### src/rtl/mem_req_responder_pkg.sv
// Shared opcode map and burst-width helper for the internal memory request protocol.
// Latency: n/a (types and functions only).
// Backpressure: n/a.
// The opcode values must match the ones driven by the per-request control FSMs.
package mem_req_responder_pkg;

  typedef enum logic [1:0] {
    MEM_OPCODE_READ         = 2'd0,
    MEM_OPCODE_WRITE_ADDR   = 2'd1,
    ACCEL_OPCODE_WRITE_DATA = 2'd2,
    MEM_OPCODE_RSVD         = 2'd3
  } mem_opcode_e;

  // Burst length in beats for a width encoding: beats = 1 << width.
  function automatic logic [31:0] beats_from_width(input logic [7:0] width);
    return 32'd1 << width;
  endfunction

endpackage

### src/rtl/mem_burst_counter.sv
// Burst address/beat counter shared by the read and write paths of mem_req_responder.
// Latency: load and step take effect on the next clk edge; last is combinational.
// Backpressure: none; the owner only pulses step on an accepted beat.
// Ports: load/load_addr/load_beats_left start a burst, step advances one beat,
//        cur_addr/beats_left give the current position, last flags the final beat.
module mem_burst_counter #(
  parameter int ADDR_W = 10,
  parameter int BL_W   = 7
) (
  input  logic              clk,
  input  logic              rst_n,
  input  logic              load,
  input  logic [ADDR_W-1:0] load_addr,
  input  logic [BL_W-1:0]   load_beats_left,
  input  logic              step,
  output logic [ADDR_W-1:0] cur_addr,
  output logic [BL_W-1:0]   beats_left,
  output logic              last
);

  always_ff @(posedge clk) begin
    if (!rst_n) begin
      cur_addr   <= '0;
      beats_left <= '0;
    end else if (load) begin
      cur_addr   <= load_addr;
      beats_left <= load_beats_left;
    end else if (step) begin
      // Address wraps naturally modulo 2^ADDR_W.
      cur_addr <= cur_addr + 1'b1;
      if (beats_left != '0) beats_left <= beats_left - 1'b1;
    end
  end

  assign last = (beats_left == '0);

endmodule

### src/rtl/mem_req_responder.sv
// Memory-side endpoint: serves read bursts and locked write-address/write-data pairs on a 1-port SRAM.
// Latency: read beat 3 cycles after acceptance (1 beat / 3 cycles); ack one cycle after the last beat.
// Backpressure: rd_valid/rd_data hold until rd_ready; write beats only taken on wr_valid; req_ready only in IDLE.
// Ports: req_* request in, ack/ack_source_id completion, err rejected request, rd_* read stream out,
//        wr_* write stream in, sram_* single-port SRAM (sram_rdata one cycle after a read enable).
module mem_req_responder
  import mem_req_responder_pkg::*;
#(
  parameter int ADDR_W            = 10,
  parameter int DATA_W            = 32,
  parameter int OPCODE_W          = 2,
  parameter int ADDR_W_ENCODING_W = 3,
  parameter int SRC_ID_W          = 4
) (
  input  logic                         clk,
  input  logic                         rst_n,
  input  logic                         req_valid,
  output logic                         req_ready,
  input  logic [ADDR_W-1:0]            req_addr,
  input  logic [ADDR_W_ENCODING_W-1:0] req_width,
  input  logic [OPCODE_W-1:0]          req_opcode,
  input  logic [SRC_ID_W-1:0]          req_source_id,
  output logic                         mem_ready,
  output logic                         ack,
  output logic [SRC_ID_W-1:0]          ack_source_id,
  output logic                         err,
  output logic                         rd_valid,
  input  logic                         rd_ready,
  output logic [DATA_W-1:0]            rd_data,
  output logic                         rd_last,
  input  logic                         wr_valid,
  output logic                         wr_ready,
  input  logic [DATA_W-1:0]            wr_data,
  output logic                         sram_en,
  output logic                         sram_we,
  output logic [ADDR_W-1:0]            sram_addr,
  output logic [DATA_W-1:0]            sram_wdata,
  input  logic [DATA_W-1:0]            sram_rdata
);

  localparam int BL_W = (1 << ADDR_W_ENCODING_W) - 1;

  typedef enum logic [2:0] {IDLE, RD_ISSUE, RD_WAIT, RD_OUT, WR_BEAT, ACK} state_t;

  state_t                       state_q, state_d;
  logic                         lock_q;
  logic [ADDR_W-1:0]            wa_addr_q;
  logic [ADDR_W_ENCODING_W-1:0] wa_width_q;
  logic [SRC_ID_W-1:0]          lock_src_q;
  logic [SRC_ID_W-1:0]          src_q;
  logic                         err_q, err_d;
  logic [DATA_W-1:0]            rd_data_q;
  logic                         lock_set, lock_clr;

  logic                         cnt_load, cnt_step, cnt_last;
  logic [ADDR_W-1:0]            cnt_load_addr, cur_addr;
  logic [BL_W-1:0]              cnt_load_bl, beats_left;

  logic rd_fire, wr_fire;

  assign rd_fire  = (state_q == RD_OUT) && rd_ready;
  assign wr_fire  = (state_q == WR_BEAT) && wr_valid;
  assign cnt_step = rd_fire || wr_fire;

  mem_burst_counter #(.ADDR_W(ADDR_W), .BL_W(BL_W)) u_cnt (
    .clk             (clk),
    .rst_n           (rst_n),
    .load            (cnt_load),
    .load_addr       (cnt_load_addr),
    .load_beats_left (cnt_load_bl),
    .step            (cnt_step),
    .cur_addr        (cur_addr),
    .beats_left      (beats_left),
    .last            (cnt_last)
  );

  always_comb begin
    state_d       = state_q;
    err_d         = 1'b0;
    lock_set      = 1'b0;
    lock_clr      = 1'b0;
    cnt_load      = 1'b0;
    cnt_load_addr = req_addr;
    cnt_load_bl   = BL_W'(beats_from_width(8'(req_width)) - 32'd1);
    case (state_q)
      IDLE: begin
        // req_ready is high in IDLE, so req_valid alone is a handshake.
        if (req_valid) begin
          case (mem_opcode_e'(req_opcode))
            MEM_OPCODE_READ: begin
              // A held write lock blocks reads even though req_ready is high.
              if (lock_q) err_d = 1'b1;
              else begin
                cnt_load = 1'b1;
                state_d  = RD_ISSUE;
              end
            end
            MEM_OPCODE_WRITE_ADDR: begin
              if (lock_q) err_d = 1'b1;
              else begin
                lock_set = 1'b1;
                state_d  = ACK;
              end
            end
            ACCEL_OPCODE_WRITE_DATA: begin
              if (!lock_q || (req_source_id != lock_src_q)) err_d = 1'b1;
              else begin
                cnt_load      = 1'b1;
                cnt_load_addr = wa_addr_q;
                cnt_load_bl   = BL_W'(beats_from_width(8'(wa_width_q)) - 32'd1);
                state_d       = WR_BEAT;
              end
            end
            default: err_d = 1'b1;
          endcase
        end
      end
      RD_ISSUE: state_d = RD_WAIT;
      RD_WAIT:  state_d = RD_OUT;
      RD_OUT:   if (rd_ready) state_d = cnt_last ? ACK : RD_ISSUE;
      WR_BEAT: begin
        if (wr_valid && cnt_last) begin
          lock_clr = 1'b1;
          state_d  = ACK;
        end
      end
      ACK:      state_d = IDLE;
      default:  state_d = IDLE;
    endcase
  end

  always_ff @(posedge clk) begin
    if (!rst_n) begin
      state_q    <= IDLE;
      lock_q     <= 1'b0;
      wa_addr_q  <= '0;
      wa_width_q <= '0;
      lock_src_q <= '0;
      src_q      <= '0;
      err_q      <= 1'b0;
      rd_data_q  <= '0;
    end else begin
      state_q <= state_d;
      err_q   <= err_d;
      if (lock_set) begin
        lock_q     <= 1'b1;
        wa_addr_q  <= req_addr;
        wa_width_q <= req_width;
        lock_src_q <= req_source_id;
      end else if (lock_clr) begin
        lock_q <= 1'b0;
      end
      if ((state_q == IDLE) && req_valid) src_q <= req_source_id;
      if (state_q == RD_WAIT) rd_data_q <= sram_rdata;
    end
  end

  assign req_ready     = (state_q == IDLE);
  assign mem_ready     = !lock_q;
  assign ack           = (state_q == ACK);
  assign ack_source_id = src_q;
  assign err           = err_q;
  assign rd_valid      = (state_q == RD_OUT);
  assign rd_data       = rd_data_q;
  assign rd_last       = rd_valid && cnt_last;
  assign wr_ready      = (state_q == WR_BEAT);
  assign sram_en       = (state_q == RD_ISSUE) || wr_fire;
  assign sram_we       = wr_fire;
  assign sram_addr     = sram_en ? cur_addr : '0;
  assign sram_wdata    = wr_fire ? wr_data : '0;

endmodule

### config.mk
export PLATFORM = sky130hd
export DESIGN_NAME = mem_req_responder
export DESIGN_NICKNAME = d
export VERILOG_FILES = /design/src/rtl/mem_req_responder_pkg.sv /design/src/rtl/mem_burst_counter.sv /design/src/rtl/mem_req_responder.sv
export SDC_FILE = /design/constraint.sdc
export NUM_CORES = 1
export LEC_CHECK = 0
export BUFFER_PORTS_ARGS = -buffer_cell sky130_fd_sc_hd__buf_2
export CORE_ASPECT_RATIO = 1.2
export CORE_UTILIZATION = 40
export DETAILED_ROUTE_END_ITERATION = 7
export GPL_ROUTABILITY_DRIVEN = 0
export PLACE_DENSITY = 0.72
export SYNTH_ARGS = -nofsm -noshare
export SYNTH_HDL_FRONTEND = slang
export SYNTH_HIERARCHICAL = 1
export SYNTH_SLANG_ARGS = --single-unit
### constraint.sdc
create_clock -name clk -period 3.4 [get_ports clk]
set_clock_uncertainty 0.05 [all_clocks]
set_input_delay 0.34 -clock clk [delete_from_list [all_inputs] [get_ports clk]]
set_output_delay 0.34 -clock clk [all_outputs]
set_load 0.05 [all_outputs]
==> results of run 1 <==
## synth_stat cells (6+ instances only)
library cell / instances
a21boi_0: 34
nand3_1: 24
mux2_2: 9
ha_1: 9
nor2b_1: 8
nor2_1: 9
dfxtp_1: 75
nor3_1: 6
xnor2_1: 11
clkbuf_1: 23
a21oi_1: 14
nand2_1: 103
o21ai_0: 28
inv_1: 11
xor2_1: 9
and2_1: 47
mux2i_1: 10
## routing by layer
metal | wire length (um) | GRT usage | vias to the layer above
met1 | 4680 | 0.250 | 1782
met3 | 459 | 0.0499 | 13
li1 | - | - | 1976
met2 | 5350 | 0.355 | 100
met4 | 153 | 0.0656 | 0
met5 | 0 | 0 | -
## cell usage in the layout (no fill, tap or decap), types with 6 or more instances in the layout
cell type / netlist / routed
nor2b_1: 8 / 8
a21oi_1: 14 / 14
nand2_1: 103 / 103
clkbuf_16: 0 / 9
ha_1: 9 / 9
a21boi_0: 34 / 34
nor2_1: 9 / 9
xnor2_1: 11 / 11
mux2i_1: 10 / 10
nand3_1: 24 / 24
o21ai_0: 28 / 28
buf_2: 5 / 174
mux2_2: 9 / 9
inv_1: 11 / 11
and2_1: 47 / 47
xor2_1: 9 / 9
dfxtp_1: 75 / 75
nor3_1: 6 / 6
## how the worst min path moves through the flow
| stage | to | slack, ns | depth (start not counted) |
|---|---|---|---|
| floorplan | wa_addr_q[0] | 0.39 | 2 |
| global placement | rd_data[28] | 0.40 | 2 |
| detailed placement | rd_data[8] | 0.41 | 2 |
| CTS | rd_data[1] | 0.19 | 3 |
| global route | rd_data[6] | 0.20 | 3 |
| finish | rd_data[1] | 0.20 | 3 |
## cell type report
type,instances,area (um^2),share of cell area
Timing Repair Buffer,179,921,0.176
Tap cell,123,154,0.0294
Sequential cell,75,1500,0.286
Multi-Input combinational cell,373,2350,0.448
Inverter,11,41.3,0.00788
Clock inverter,6,48.8,0.00931
Clock buffer,9,225,0.0430
## power by group through the flow
stage          registers [mW]  clock network [mW]  logic (mW)
2_1_floorplan            1.13                   0       0.407
3_3_place_gp             1.02                   0       0.689
3_5_place_dp             1.03                   0       0.703
4_1_cts                  1.01               0.905       0.706
5_1_grt                  1.02               0.943       0.762
6_report                 1.01               0.876       0.703
## cells by family (layout without fill, tap and decap cells)
family | after synthesis | count (layout) | synth area share
fa+ha+maj | 9 | 9 | 0.0279
simple gates | 222 | 222 | 0.280
xor+xnor | 20 | 20 | 0.0435
flops | 75 | 75 | 0.372
compound gates | 99 | 99 | 0.167
mux | 23 | 23 | 0.0649
buf+inv | 43 | 205 | 0.0444
## critical path, delay by kind of cell, from the launching register on
family	cells	cell delay, ns
simple gates	3	1.14
compound gates	3	0.77
flops	1	0.51
## state kept, by name, summed over array words and instances (netlist names)
register,cells
state_q,3
rd_data,32
u_cnt/beats_left,7
lock_q,1
ack_source_id,4
err,1
wa_width_q,3
lock_src_q,4
wa_addr_q,10
u_cnt/cur_addr,10
## per-stage QoR
| stage | instance area [um^2] | hold WS, ns |
|---|---|---|
| after floorplan | 4030 | 0.390 |
| after CTS | 5240 | 0.189 |
| after detailed placement | 4970 | 0.407 |
| final | 5240 | 0.201 |
| after global routing | 5240 | 0.204 |
| after global placement | 4970 | 0.397 |
==> results.md, run 1 <==
* Status: finished clean
* Comb pwr share at 0.272
* Internal at 1.67 mW
* Ant diodes at 0
* CTS Hold Bufs at 0
* Crit path top cell by count: a21o_1
* Yosys reg bits at 75
* Critical path capture point type: flip-flop
* Sequential power share at 0.390
* GRT Overall Usage at 0.206
* Fin cells at 776
* Post-CTS setup buffers at 0
* Synth async-reset ratio at 0
* Min-delay worst type: in -> reg
* Row Count at 39
* Initial antenna violation count at 0
* Top cell type's share of synthesized area at 0.372
* Remaining Overflow, GRT at 0
* Max clock buf depth at 2
* Crit Path Category: reg -> reg
* Final setup fails at 0
* Fin. Hold Viols at 0
* Sequential-to-total area share from yosys stat at 0.372
* H-tree Lvls at 3
* WP data required at 3.57 ns
* CP endpoint: u_cnt/beats_left[4]
* Fin nets at 746
* Post-CTS sizing at 0
* Router iterations before antenna repair at 4
* Hpwl dp at 7.97 mm
* First-pass GRT wire length at about 17 mm
* Fin crit share at 0.760
* Cell taking the most area after synthesis: dfxtp_1
* Worst r2r src: state_q[2]
* 1st-iter DRT viols at 165
* Vias in the first global route at between 3k and 4k
* Skew-Pair Late Insertion Delay at 0.33 ns
* Mapped Area at 4030 um^2
* Routed len/inst at 13.7 um
* Net Switching at 0.916 mW
* Post-route worst setup slack at ~0.81 ns
* Vias at between 3k and 4k
* Crit path max-delay cell type: and4bb_2
* Drt drc at 0
* Critical-path cell list: and4bb_2, a21o_1, nand2_1, or3_1, a21o_1, o221a_2
* Max incr delay on CP at approximately 0.61 ns
* Clock power share at 0.339
* Routed vias/inst at 4.99
* Die width at approximately 94 um
* Switching Fraction at 0.354
* Synth-to-layout area growth at 30.0%
* Worst Path Max Fanout at 35
* Largest net degree at the start of global routing at 69
* Hold Crit Start: sram_rdata[1]
* EDFF count, synth at 0
* Slew margin rel. at 0.312
* IO Port Bufs at 174
* Fin Setup TNS at 0 ns
* Largest cells by area after synthesis: dfxtp_1 (37%), nand2_1 (9.6%), and2_1 (7.3%)
* Warning count from the yosys run at 6
* Max Transition Viols Final at 0
* Syn Nets at about 590
* Core area at 9660 um^2
* Fmax at 0.387 GHz
* Total CTS buffers at 9
* Leak at 2.49 nW
* Starting Density at 0.417
* Clock Pin Slew Worst Setup and Hold Paths at 0.06 ns
* Crit path launch: state_q[2]
* Routed wire length at about 11 mm
* Post-synthesis cell type count at 46
* RSZ-0062 raised after global routing: false
* Setup crit start kind: flip-flop
* Clock period minus final worst setup slack at approximately 2.6 ns
* Arr. time, crit path at 2.75 ns
* Die Ht at between 100 and 150 um
* Flop2flop setup slack at 0.81 ns
* Reg2Reg Capture Point: u_cnt/beats_left[4]
* P per Cell Area at about 490 nW/um^2
* Final antenna-violating net count at 0
* DP Worst Slack at a little under 0.7 ns
* Main synth FF type: dfxtp_1
* Root Driver: clkbuf_16
* Fillers at 914
* Peak supply drop at 0.292 mV
* Worst-margin pin slew at 1.03 ns
* Clk sinks at 75
* FF-to-FF path depth at 6
* Die area at 10500 um^2
* Placed insts at 761
* TritonCTS clock tree: yes
* Fin util at 0.543
* Final Power at between 2 and 3 mW
* Mapped Cells at 491
* Avg Inst Size Synth at 8.21 um^2
* # IOs at 175
* MaxCap Viol Count at 0
* Layout cells sized above 1 at 0.329
Power figures use the tool's default switching activity.
==> run 2, diff against run 1 <==
clock period = 2.5 ns   (was 3.4 ns; I/O delays follow)
==> run 2 against run 1 <==
Effect of this change:
- routed wire length down 2.3%
- combinational power up 38%
- worst setup slack worse by 0.66 ns
- utilization up 1.2 points
- design area up 2.2%
- largest cell class unchanged
- largest power group is now the clock network
==> results.md, run 2 (synthesized netlist as in run 1, its figures left out) <==
* Critical path capture point type: output port (was flip-flop)
* Final antenna-violating net count at 0 (unchanged)
* Status: finished clean (unchanged)
* Layout cells sized above 1 at 0.339 (was 0.329)
* Routed wire length at 10.4 mm (was 10.6 mm)
* Post-CTS setup buffers at 0 (unchanged)
* IO Port Bufs at 174 (unchanged)
* RSZ-0062 raised after global routing: false (unchanged)
* Fin crit share at 0.938
* P per Cell Area at 703 nW/um^2 (was 494 nW/um^2)
* Total CTS buffers at 9 (unchanged)
* MaxCap Viol Count at 0 (unchanged)
* Max reg flops at 32 (unchanged)
* Fin nets at 753 (was 746)
* H-tree Lvls at 3 (unchanged)
* Post-route worst setup slack at 0.156 ns (was 0.815 ns)
* Arr. time, crit path at 2.04 ns (was 2.75 ns)
* GRT Overall Usage at 0.203 (was 0.206)
* Final setup fails at 0 (unchanged)
* Max clock buf depth at 2 (unchanged)
* 1st-iter DRT viols at 145 (was 165)
* Fin Setup TNS at 0 ns (unchanged)
* Clock period minus final worst setup slack at 2.34 ns
* Routed len/inst at 13.3 um (was 13.7 um)
* Switching Fraction at 0.329 (was 0.354)
* TritonCTS clock tree: yes (unchanged)
* Routed vias/inst at 4.96 (was 4.99)
* Peak supply drop at 0.417 mV (was 0.292 mV)
* Fillers at 905 (was 914)
* Max incr delay on CP at 0.34 ns (was 0.61 ns)
* Worst Path Max Fanout at 7 (was 35)
* WP data required at 2.20 ns (was 3.57 ns)
* Core area at 9660 um^2 (unchanged)
* Vias in the first global route at 3862 (was 3694)
* Ant diodes at 0 (unchanged)
* Min-delay worst type: in -> reg (unchanged)
* DP Worst Slack at 0.371 ns (was 0.685 ns)
* Internal at 2.53 mW (was 1.67 mW)
* Most common cell after layout, fill and taps aside: buf_2 (unchanged)
* Largest net degree at the start of global routing at 68 (was 69)
* Vias at 3886 (was 3871)
* Slew margin rel. at 0.670 (was 0.312)
* Critical-path cell list: inv_1, ha_1, nor2b_1, and2_1, and3_1, buf_2 (was and4bb_2, a21o_1, nand2_1, or3_1, a21o_1, o221a_2)
* Post-CTS sizing at 0 (unchanged)
* Hpwl dp at 7.83 mm (was 7.97 mm)
* Fin util at 0.555 (was 0.543)
* Hold WS at 0.115 ns (was 0.201 ns)
* Worst-margin pin slew at 0.489 ns (was 1.03 ns)
* Net Switching at 1.24 mW (was 0.916 mW)
* Router iterations before antenna repair at 5 (was 4)
* Die width at 93.6 um (unchanged)
* Die Ht at 112 um (unchanged)
* Max Transition Viols Final at 0 (unchanged)
* Root Driver: clkbuf_16 (unchanged)
* Synth-to-layout area growth at 32.9% (was 30.0%)
* Most frequent cells in the layout: buf_2 (174), nand2_1 (103), dfxtp_1 (75), and2_1 (47), a21boi_0 (34) (unchanged)
* Fmax at about 0.43 GHz
* Die area at 10500 um^2 (unchanged)
* Leak at 2.56 nW (was 2.49 nW)
* # IOs at 175 (unchanged)
* Crit path max-delay cell type: dfxtp_1 (was and4bb_2)
* Crit path buffers/inverters at 2 (was 0)
* Clock Pin Slew Worst Setup and Hold Paths at 0.06 ns (about the same)
* Comb pwr share at 0.258 (was 0.272)
* Clock power share at 0.378 (was 0.339)
* Skew-Pair Late Insertion Delay at 0.33 ns (about the same)
* CTS Hold Bufs at 0 (unchanged)
* Remaining Overflow, GRT at 0 (unchanged)
* Drt drc at 0 (unchanged)
* Crit Path Category: reg -> out (was reg -> reg)
* First-pass GRT wire length at 17.2 mm (about the same)
* Initial antenna violation count at 0 (unchanged)
* Clk sinks at 75 (unchanged)
* Starting Density at 0.417 (unchanged)
* Fin. Hold Viols at 0 (unchanged)
* Delay-heaviest family, CP: simple AND/OR/NAND/NOR gates (unchanged)
* Setup crit start kind: flip-flop (unchanged)
* Sequential power share at 0.364 (was 0.390)
* Row Count at 39 (unchanged)
[run 2: cell types whose count changed in the layout (fill, tap and decap cells not counted)]
cell	previous run	this run
buf_4	4	11
bufinv_16	0	2
clkbuf_8	0	1
clkinv_4	0	2
clkinvlp_4	3	0
inv_6	3	2
nor2_1	9	8
nor2_2	0	1
[run 2: worst paths after layout]
| kind | from | to | slack (ns) | depth (start not counted) |
|---|---|---|---|---|
| min reg2reg | rd_data[8] | rd_data[8] | 0.41 | 2 |
| max reg2reg | state_q[1] | u_cnt/beats_left[0] | 0.29 | 8 |
| max | u_cnt/beats_left[0] | rd_last | 0.16 | 6 |
| min | sram_rdata[25] | rd_data[25] | 0.11 | 3 |
[run 2: worst register-to-register path, stage by stage (launching register included)]
cell     delay, ns
dfxtp_1       0.48
nor2b_1       0.30
and2_1        0.22
a21o_1        0.16
buf_4         0.17
inv_1         0.12
a21oi_1       0.32
xnor2_1       0.17
a21oi_1       0.09
[run 2: power by group through the flow]
stage	Sequential, mW	Clock [mW]	Combinational (mW)
after global placement	1.39	0	0.952
after global routing	1.38	1.52	1.06
after detailed placement	1.39	0	0.971
after CTS	1.37	1.45	0.976
final	1.37	1.42	0.972
after floorplan	1.54	0	0.553
[run 2: final cells by class]
class / count / area, um^2 / area share
inverters: 11 / 41.3 / 0.00771
repair buffers: 186 / 973 / 0.182
flip-flops and latches: 75 / 1500 / 0.280
clock inverters: 6 / 95.1 / 0.0177
clock buffers: 10 / 239 / 0.0446
multi-input cells: 373 / 2350 / 0.439
well taps: 123 / 154 / 0.0287
[run 2: routing by layer]
layer | up-vias | share of wire | track usage
li1 | 1996 | - | -
met1 | 1788 | 0.44 | 0.244
met2 | 91 | 0.50 | 0.355
met3 | 11 | 0.050 | 0.0499
met4 | 0 | 0.012 | 0.0605
met5 | - | 0 | 0
[run 2: metrics by stage]
step	instance area [um^2]	total power [mW]	std cells
after CTS	5360	3.80	784
after global placement	5020	2.34	768
after global routing	5360	3.95	784
after floorplan	4030	2.09	491
after detailed placement	5020	2.37	768
final	5360	3.76	784
==> run 3, diff against run 2 <==
--- a/config.mk
+++ b/config.mk
@@ -8,3 +8,3 @@
 export BUFFER_PORTS_ARGS = -buffer_cell sky130_fd_sc_hd__buf_2
-export CORE_ASPECT_RATIO = 1.2
+export CORE_ASPECT_RATIO = 1.5
 export CORE_UTILIZATION = 40
--- a/constraint.sdc
+++ b/constraint.sdc
@@ -4,2 +4,2 @@
 set_output_delay 0.25 -clock clk [all_outputs]
-set_load 0.05 [all_outputs]
+set_load 0.1 [all_outputs]
==> run 3 against run 2 <==
Effect of this change:
- routed wire length is 3.5% higher
- sequential share of layout area down 0.085 points
- highest routed layer unchanged
- count of clock-buffer cells in the layout increased by 1
- the run now ends with DRC left
==> results.md, run 3 (synthesized netlist as in run 1, its figures left out) <==
* Min-delay worst type: in -> reg (unchanged)
* Fin Setup TNS at 0 ns (unchanged)
* Flop2flop setup slack at 0.17 ns (was 0.29 ns)
* Die width at 84.0 um (was 93.6 um)
* Synth-to-layout area growth at 33.3% (was 32.9%)
* Dpl cell area at 5020 um^2 (about the same)
* Fin cells at 775 (was 784)
* Routed vias/inst at 5.04 (was 4.96)
* Post-CTS setup buffers at 0 (unchanged)
* Net Switching at 1.53 mW (was 1.24 mW)
* Router iterations before antenna repair at 6 (was 5)
* TritonCTS clock tree: yes (unchanged)
* Core area at 9740 um^2 (was 9660 um^2)
* Remaining Overflow, GRT at 0 (unchanged)
* Fin crit share at 0.935 (was 0.938)
* Slew margin rel. at 0.518 (was 0.670)
* P per Cell Area at 757 nW/um^2 (was 703 nW/um^2)
* Peak supply drop at 0.441 mV (was 0.417 mV)
* Total CTS buffers at 9 (unchanged)
* Clock period minus final worst setup slack at 2.34 ns (about the same)
* # IOs at 175 (unchanged)
* Routed wire length at 10.8 mm (was 10.4 mm)
* MaxCap Viol Count at 0 (unchanged)
* 1st-iter DRT viols at 166 (was 145)
* Final instance area at 5370 um^2 (was 5360 um^2)
* Worst Path Max Fanout at 11 (was 7)
* Placed insts at 760 (was 768)
* Vias in the first global route at 3691 (was 3862)
* Final Power at 4.07 mW (was 3.76 mW)
* Starting Density at 0.414 (was 0.417)
* IO Port Bufs at 174 (unchanged)
* Root Driver: clkbuf_16 (unchanged)
* Row Count at 44 (was 39)
* Drt drc at 16 (was 0)
* Hpwl dp at 8.01 mm (was 7.83 mm)
* Internal at 2.54 mW (was 2.53 mW)
* Crit Path Category: reg -> out (unchanged)
* Critical path capture point type: output port (unchanged)
* Initial antenna violation count at 0 (unchanged)
* Largest net degree at the start of global routing at 45 (was 68)
* Setup crit start kind: flip-flop (unchanged)
* Routed len/inst at 13.9 um (was 13.3 um)
* Clock power share at 0.346 (was 0.378)
* WP data required at 2.20 ns (about the same)
* Skew-Pair Late Insertion Delay at 0.33 ns (about the same)
* WHS Path Cells at 3 (unchanged)
* GRT Overall Usage at 0.204 (was 0.203)
* Most common cell after layout, fill and taps aside: buf_2 (unchanged)
* Status: complete, but fails checks (was finished clean)
* Max Transition Viols Final at 0 (unchanged)
* Sequential power share at 0.337 (was 0.364)
* Worst-margin pin slew at 0.723 ns (was 0.489 ns)
* Ant diodes at 0 (unchanged)
* Layout cells sized above 1 at 0.355 (was 0.339)
* Max clock buf depth at 2 (unchanged)
* Final setup fails at 0 (unchanged)
* Met3 routed WL at 466 um (was 515 um)
* Fin nets at 753 (unchanged)
* Fin util at 0.551 (was 0.555)
* First-pass GRT wire length at 17.1 mm (was 17.2 mm)
* Die area at 10500 um^2 (about the same)
* Fmax at 0.428 GHz (was 0.427 GHz)
* Vias at 3907 (was 3886)
* Arr. time, crit path at 2.04 ns (about the same)
* CTS Hold Bufs at 0 (unchanged)
* Metal2 WL at 5.52 mm (was 5.21 mm)
* Highest routed layer: met4 (unchanged)
* Clock Pin Slew Worst Setup and Hold Paths at 0.06 ns (about the same)
* H-tree Lvls at 3 (unchanged)
* Detailed-routing wirelength on met1 at 4.62 mm (was 4.55 mm)
* Clk sinks at 75 (unchanged)
* Max reg flops at 32 (unchanged)
* Final antenna-violating net count at 0 (unchanged)
* Leak at 2.56 nW (about the same)
* Failing checks: DRC
* FF-to-FF path depth at 8 (unchanged)
* Fin. Hold Viols at 0 (unchanged)
* Most frequent cells in the layout: buf_2 (163), nand2_1 (103), dfxtp_1 (75), and2_1 (37), a21boi_0 (34) (was buf_2 (174), nand2_1 (103), dfxtp_1 (75), and2_1 (47), a21boi_0 (34))
* Comb pwr share at 0.317 (was 0.258)
* Switching Fraction at 0.376 (was 0.329)
* Fillers at 887 (was 905)
* RSZ-0062 raised after global routing: false (unchanged)
* Die Ht at 125 um (was 112 um)
run 3: power by group through the flow:
stage	clock network (mW)	registers, mW	logic, mW
after floorplan	0	1.72	0.689
after global placement	0	1.39	1.26
after detailed placement	0	1.40	1.28
after CTS	1.45	1.37	1.29
after global routing	1.49	1.38	1.37
final	1.41	1.37	1.29
run 3: what timing repair did:
action | CTS | global route
endpoints found under the hold margin | 0 | 0
setup endpoints to repair | 10 | 11
resized for setup | 1 | 12
run 3: final cells by class:
class / count / area, um^2 / area share
multi-input combinational: 373 / 2370 / 0.441
sequential: 75 / 1500 / 0.279
timing repair buffer: 186 / 988 / 0.184
clock buffer: 11 / 253 / 0.0470
tap: 115 / 144 / 0.0268
clock inverter: 4 / 73.8 / 0.0137
inverter: 11 / 41.3 / 0.00768
run 3: worst paths after layout:
kind,from,end
hold reg to reg,rd_data[6],rd_data[6]
setup reg to reg,state_q[1],u_cnt/beats_left[5]
setup / recovery,state_q[0],sram_addr[4]
hold / removal,sram_rdata[5],rd_data[5]
run 3: through the flow:
stage	hold WS [ns]	setup WS, ns
after floorplan	0.340	-0.144
after global placement	0.397	0.352
after detailed placement	0.404	0.242
after CTS	0.0992	0.00149
after global routing	0.112	0.0174
final	0.111	0.163
run 3: worst max-delay path: stages (launching register included):
cell and delay [ns]:
dfxtp_1 0.46, inv_1 0.16, mux2_2 0.31, nor2_2 0.27, and2_2 0.20, clkbuf_4 0.32
run 3: routing by layer:
metal,vias up,GRT usage
met4,0,0.0933
met2,101,0.351
met3,14,0.0455
li1,1988,-
met1,1804,0.241
met5,-,0
